--- src/rtl/wb_arbiter_n.sv ---
// N-master to 1-slave Wishbone B3 classic arbiter. The grant is registered and held
// for the owner's whole cycle, with fixed-priority or round-robin selection and an optional timeout.
module wb_arbiter_n #(
  parameter int NUM_MASTERS = 2,
  parameter int DATA_WIDTH  = 16,
  parameter int ADDR_WIDTH  = 32,
  parameter int SEL_WIDTH   = DATA_WIDTH / 8,
  parameter int RR_MODE     = 0,
  parameter int TIMEOUT     = 0
) (
  input  logic                              clk_i,
  input  logic                              rst_i,
  input  logic [NUM_MASTERS-1:0]            m_cyc_i,
  input  logic [NUM_MASTERS-1:0]            m_stb_i,
  input  logic [NUM_MASTERS-1:0]            m_we_i,
  input  logic [NUM_MASTERS*ADDR_WIDTH-1:0] m_adr_i,
  input  logic [NUM_MASTERS*DATA_WIDTH-1:0] m_dat_i,
  input  logic [NUM_MASTERS*SEL_WIDTH-1:0]  m_sel_i,
  output logic [DATA_WIDTH-1:0]             m_dat_o,
  output logic [NUM_MASTERS-1:0]            m_ack_o,
  output logic [NUM_MASTERS-1:0]            m_err_o,
  output logic                              s_cyc_o,
  output logic                              s_stb_o,
  output logic                              s_we_o,
  output logic [ADDR_WIDTH-1:0]             s_adr_o,
  output logic [DATA_WIDTH-1:0]             s_dat_o,
  output logic [SEL_WIDTH-1:0]              s_sel_o,
  input  logic [DATA_WIDTH-1:0]             s_dat_i,
  input  logic                              s_ack_i,
  output logic [NUM_MASTERS-1:0]            grant_o
);

  localparam int IDX_W = (NUM_MASTERS > 1) ? $clog2(NUM_MASTERS) : 1;
  localparam int CNT_W = (TIMEOUT > 0) ? $clog2(TIMEOUT + 1) : 1;

  typedef enum logic {IDLE, OWNED} state_t;

  state_t                 state_q, state_d;
  logic [NUM_MASTERS-1:0] grant_q, grant_d;
  logic [IDX_W-1:0]       rr_q, rr_d;
  logic [CNT_W-1:0]       tmo_q, tmo_d;
  logic [IDX_W-1:0]       owner_idx, owner_next, winner_idx;
  logic                   owned, owner_cyc, owner_stb, expire;

  // Handshake: a master transfer is live while cyc&stb are high; it completes on the
  // cycle s_ack_i is high (routed only to the owner), or aborts with a one-cycle err.
  always_comb begin
    owner_idx = '0;
    for (int k = 0; k < NUM_MASTERS; k++)
      if (grant_q[k]) owner_idx = IDX_W'(k);
  end

  always_comb begin
    int   idx;
    logic found;
    idx        = 0;
    found      = 1'b0;
    winner_idx = '0;
    for (int i = 0; i < NUM_MASTERS; i++) begin
      idx = (RR_MODE != 0) ? int'(rr_q) + i : i;
      if (idx >= NUM_MASTERS) idx = idx - NUM_MASTERS;
      if (!found && m_cyc_i[idx]) begin
        winner_idx = IDX_W'(idx);
        found      = 1'b1;
      end
    end
  end

  assign owned      = (state_q == OWNED);
  assign owner_cyc  = m_cyc_i[owner_idx];
  assign owner_stb  = m_cyc_i[owner_idx] & m_stb_i[owner_idx];
  assign owner_next = (owner_idx == IDX_W'(NUM_MASTERS - 1)) ? '0 : owner_idx + 1'b1;
  // Expiry fires on the TIMEOUT-th stalled cycle; a coincident ack takes precedence.
  assign expire     = (TIMEOUT > 0) && owned && owner_stb && !s_ack_i &&
                      (tmo_q == CNT_W'(TIMEOUT - 1));

  always_comb begin
    state_d = state_q;
    grant_d = grant_q;
    rr_d    = rr_q;
    tmo_d   = '0;
    case (state_q)
      IDLE: begin
        if (|m_cyc_i) begin
          state_d = OWNED;
          grant_d = {{(NUM_MASTERS-1){1'b0}}, 1'b1} << winner_idx;
        end
      end
      OWNED: begin
        if (!owner_cyc || expire) begin
          state_d = IDLE;
          grant_d = '0;
          rr_d    = owner_next;
        end else if (owner_stb && !s_ack_i) begin
          tmo_d = tmo_q + 1'b1;
        end
      end
      default: begin
        state_d = IDLE;
        grant_d = '0;
      end
    endcase
  end

  always_ff @(posedge clk_i) begin
    if (rst_i) begin
      state_q <= IDLE;
      grant_q <= '0;
      rr_q    <= '0;
      tmo_q   <= '0;
    end else begin
      state_q <= state_d;
      grant_q <= grant_d;
      rr_q    <= rr_d;
      tmo_q   <= tmo_d;
    end
  end

  always_comb begin
    s_cyc_o = 1'b0;
    s_stb_o = 1'b0;
    s_we_o  = 1'b0;
    s_adr_o = '0;
    s_dat_o = '0;
    s_sel_o = '0;
    if (owned) begin
      s_cyc_o = owner_cyc & ~expire;
      s_stb_o = owner_stb & ~expire;
      s_we_o  = m_we_i[owner_idx];
      s_adr_o = m_adr_i[owner_idx * ADDR_WIDTH +: ADDR_WIDTH];
      s_dat_o = m_dat_i[owner_idx * DATA_WIDTH +: DATA_WIDTH];
      s_sel_o = m_sel_i[owner_idx * SEL_WIDTH +: SEL_WIDTH];
    end
  end

  assign m_dat_o = s_dat_i;
  assign m_ack_o = {NUM_MASTERS{s_ack_i}} & grant_q;
  assign m_err_o = expire ? grant_q : '0;
  assign grant_o = grant_q;

endmodule

--- config.mk ---
export PLATFORM = sky130hd
export DESIGN_NAME = wb_arbiter_n
export DESIGN_NICKNAME = d
export VERILOG_FILES = /design/src/rtl/wb_arbiter_n.sv
export SDC_FILE = /design/constraint.sdc
export NUM_CORES = 1
export LEC_CHECK = 0
export CAP_MARGIN = 5
export CORE_ASPECT_RATIO = 0.75
export CORE_MARGIN = 8
export CORE_UTILIZATION = 23
export CTS_BUF_LIST = sky130_fd_sc_hd__clkbuf_8
export CTS_CLUSTER_SIZE = 25
export DETAILED_ROUTE_END_ITERATION = 12
export PLACE_DENSITY = 0.84
export SETUP_SLACK_MARGIN = 0.1
export SLEW_MARGIN = 20
export SYNTH_ARGS = -nofsm -noshare
export SYNTH_HDL_FRONTEND = slang
export SYNTH_SLANG_ARGS = --single-unit
--- constraint.sdc ---
create_clock -name clk_i -period 1.3 [get_ports clk_i]
set_input_delay 0.26 -clock clk_i [delete_from_list [all_inputs] [get_ports clk_i]]
set_output_delay 0.26 -clock clk_i [all_outputs]
set_load 0.03 [all_outputs]
# Yosys cells after proc, flatten, opt, wreduce, memory -nomap -nowiden
# Cells that the tools add are included.
# word_totals
inputBits,125
regBits,3
output_inout_bits,75
# classes
magnitude_cmp,1
bitwise_logic,3
n_shift,4
n_mux,21
reduce_logical,4
eq_ne,2
# ops
op,n
$shiftx A64 B7 Y32,1
$mux W32,1
$shiftx A32 B6 Y16,1
$mux W16,1
$mux W1,14
$mux W2,3
$ne A2 B2 Y1 const B,2
$pmux W2 S2,1
$shiftx A4 B3 Y2,1
$and A2 B2 Y2,1
$lt A1 B2 Y1 const B,1
$pmux W1 S2,1
$reduce_and A2 Y1,1
$reduce_or A2 Y1,1
$shl A1 B1 Y2 const A,1
$and A1 B1 Y1,1
$logic_and A1 B1 Y1,1
$logic_not A1 Y1,1
$not A1 Y1,1

# Longest topological paths before layout
# logic_depth
depth_word,7
depth_mapped,5
depth_no_buf,3

# Least setup slack after synthesis
# OpenSTA, ideal clock, no wires.
# synth_timing
kind,reg-to-output
start,register grant_q[1] (netlist: grant_o[1])
end,output port s_cyc_o
arrival_time_ns,1.467
n_path_buf,3
slack_ns,-0.427
required_time_ns,1.040
path_stages_with_launch,6
cell_sequence,dfxtp_1 buf_4 buf_12 buf_8 nand2_2 a21boi_0
# synth_via
elab_chain_cells,4
# synth_rtl
element,line,source
"start, declared",39,"logic [NUM_MASTERS-1:0] grant_q, grant_d;"
"start signal, assigned",113,grant_q <= grant_d;
$mux W1,50,if (grant_q[k]) owner_idx = IDX_W'(k);
$mux W1 (not written as such) (2 in series),70,assign owner_cyc = m_cyc_i[owner_idx];
$mux W1,126,if (owned) begin
"end, declared",22,"output logic s_cyc_o,"
# Every way passes these cells. The select of a mux whose other input is x is not followed.

# Worst setup path in the final report
# layout_timing
start,register grant_q[1] (netlist: grant_o[1])
end,output port s_adr_o[4]
# layout_via
elab_chain_cells,3
# layout_rtl
element,line,source
$mux W1,50,
$shiftx A64 B7 Y32,130,s_adr_o = m_adr_i[owner_idx * ADDR_WIDTH +: ADDR_WIDTH];
$mux W32,126,
"end, declared",25,"output logic [ADDR_WIDTH-1:0] s_adr_o,"
# Every way passes these cells.

==> flow_summary.ini <==
[outcome]
status = finished with violations
violations = setup timing

[pwr]
swShare_pct = 37.8
switchingPower_mw = 0.633
clkPwrFrac_pct = 15.6
cellPowerDensity_mw_per_mm2 = 510
power.internal_mw = 1.04
seq_power_share_pct = 6.4
peakVddDrop_v = 0.000300
combPwrFrac_pct = 78.0
cellLeakagePower_nw = 1.27

[detailed_routing]
drt_iter0_drc = 44
wire_per_inst_um = 17.7
drc = 0
via_per_inst = 4.38
finalWirelength_um = 6700
dr.pass1.iters = 4
vias = 1656
postRouteAntennaNets = 0

[synth]
synth_cell_types = 22
yosys_warnings = 0
ys_ff_latch = 3
yosysSeqAreaShare_pct = 4.74
synth_ff_type = dfxtp_1
synth_commonest_cells = nor2b_1, mux2i_1, buf_4
synth_edf_count = 0
avgSynthCellArea_um2 = 8.01
synth_most_common_cell = nor2b_1
netlist_area_mm2 = 0.00127
synth_largest_area_cell = mux2i_1
syn-instance-count = 158
async_flop_share_pct = 0
yosysTopAreaCellShare_pct = 40.3
synth_area_leaders = mux2i_1, nor2b_1, buf_4, dfxtp_1, buf_6

[place]
io_buffer_count = 165
dp_hpwl_um = 5440
placed_cells = 374
finalWeightedCongestion = 0.782

[final_layout]
antenna_cells = 0
synthToLayoutAreaGrowth_pct = 159
fin_cells = 378
fin_nets = 429
drive_above_1_share_pct = 50.5

[critical_path]
arrival_ns = 1.32
cp_data_required_time_ns = 1.04
critPathCaptureType = output pin
cp_max_fo = 17
path_class = reg -> out
start_kind = flip-flop

[sta]
rsz0062_at_grt = yes
fin_setup_tns_ns = -11.57
fin_crit_sh_pct = 121
finalClockSkew_ns = 0.00296
finalHoldViolCount = 0
drv_slew = 0
setup_ws_ns = -0.275
setup_viol = 54
timing.fmax_ghz = 0.635
min_period_ns = 1.58

[global_route]
grt.total_usage_pct = 15.0
grt_max_degree = 47
antenna_found_initial = 0
overflow = 0
grt_pass1_wl_um = 9660
grt_pass1_vias = 1831

[clock_tree]
root_buffer = clkbuf_8
cts_buffer_depth = 2
path_clk_slew_ns = 0.03
cts_buffers = 3
clk_latency_ns = 0.21
cts_setup_buffers = 0
ctsHoldBuffers = 0
clock_sinks = 3
h-tree-depth = 1
cts_tree = built

[die]
dieWidth_um = 102
pin_count = 200
core_mm2 = 0.00532
rows = 23
die_area_mm2 = 0.00816
die_y_um = 80.3
initial_core_util_pct = 23.8

[worst_hold_path]
hold_path.class = reg -> reg

[run]
drv_cap = 0
==> flip-flops by register name, indices dropped and copies added, names as in the netlist <==
register and flops:
owned 1, grant_o 2
==> cell families (layout without fill, tap and decap cells) <==
group                  Yosys count  count (layout)  synth area share (%)
buffers and inverters           32             176                  19.5
and+or+nand+nor                 63              63                  30.5
other                            1               2                 0.296
DFF                              3               3                  4.74
muxes                           51              51                  40.3
AOI/OAI and AO/OA                8               8                  4.64
==> path summary, 6_finish.rpt <==
| kind | cells past startpoint | from | end | slack, ns |
|---|---|---|---|---|
| setup / recovery | 4 | grant_o[1]$_SDFFE_PP0P_ | s_adr_o[4] | -0.28 |
| hold / removal | 2 | grant_o[0]$_SDFFE_PP0P_ | grant_o[0]$_SDFFE_PP0P_ | 0.51 |
| setup reg to reg | 3 | grant_o[1]$_SDFFE_PP0P_ | owned$_SDFF_PP0_ | 0.26 |
| hold reg to reg | 2 | grant_o[0]$_SDFFE_PP0P_ | grant_o[0]$_SDFFE_PP0P_ | 0.51 |
==> layout make-up <==
cell class | count | area (µm²)
clock buffers | 3 | 41.3
clock inverters | 1 | 3.75
fillers | 435 | 2040
multi-input cells | 124 | 1280
flip-flops and latches | 3 | 63.8
well taps | 75 | 93.8
repair buffers | 172 | 1800
==> what timing repair did <==
item	CTS	global route
resized for setup	45	17
endpoints found under the setup margin	56	56
pin swaps	1	0
==> power by group through the flow <==
stage / clock network (mW) / registers [mW] / logic, mW
floorplan: 0 / 0.110 / 0.717
global placement: 0 / 0.109 / 1.18
detailed placement: 0 / 0.109 / 1.20
CTS: 0.267 / 0.108 / 1.28
global route: 0.278 / 0.109 / 1.37
finish: 0.261 / 0.107 / 1.31
==> cell usage in the layout, fill, tap and decap left out, drive strengths merged <==
cell / count
a21boi: 1
and2: 3
o21ai: 2
dlygate4sd2: 2
nor2b: 54
nand2: 2
clkbuf: 3
mux2i: 51
dfxtp: 3
conb: 2
and3: 1
inv: 1
a32oi: 1
nor2: 2
a311oi: 1
buf: 64
clkdlybuf4s50: 106
nand2b: 1
a21oi: 2
o21bai: 1
==> critical path: stages, from the launching register on <==
cell,delay [ns]
dfxtp_4,0.38
buf_12,0.20
mux2i_2,0.29
nor2b_4,0.06
buf_4,0.17
==> per-stage QoR <==
stage / hold WS (ns) / total power [mW] / setup WS (ns) / instance area [µm²] / utilization [%]
floorplan: 0.328 / 0.827 / -0.0702 / 1510 / -
global placement: 0.507 / 1.29 / -0.240 / 3010 / 56.5
detailed placement: 0.504 / 1.31 / -0.273 / 3010 / 56.5
CTS: 0.511 / 1.65 / -0.281 / 3220 / 60.5
global route: 0.520 / 1.76 / -0.313 / 3280 / 61.7
finish: 0.509 / 1.68 / -0.275 / 3280 / 61.7
==> layer usage <==
metal | global-route usage [%] | vias up | wire length (µm)
li1 | - | 795 | -
met5 | 0 | - | 0
met2 | 28.9 | 101 | 3450
met3 | 7.86 | 2 | 891
met4 | 1.48 | 0 | 25
met1 | 14.3 | 758 | 2330
No activity file was read; power rests on OpenSTA's default activity.
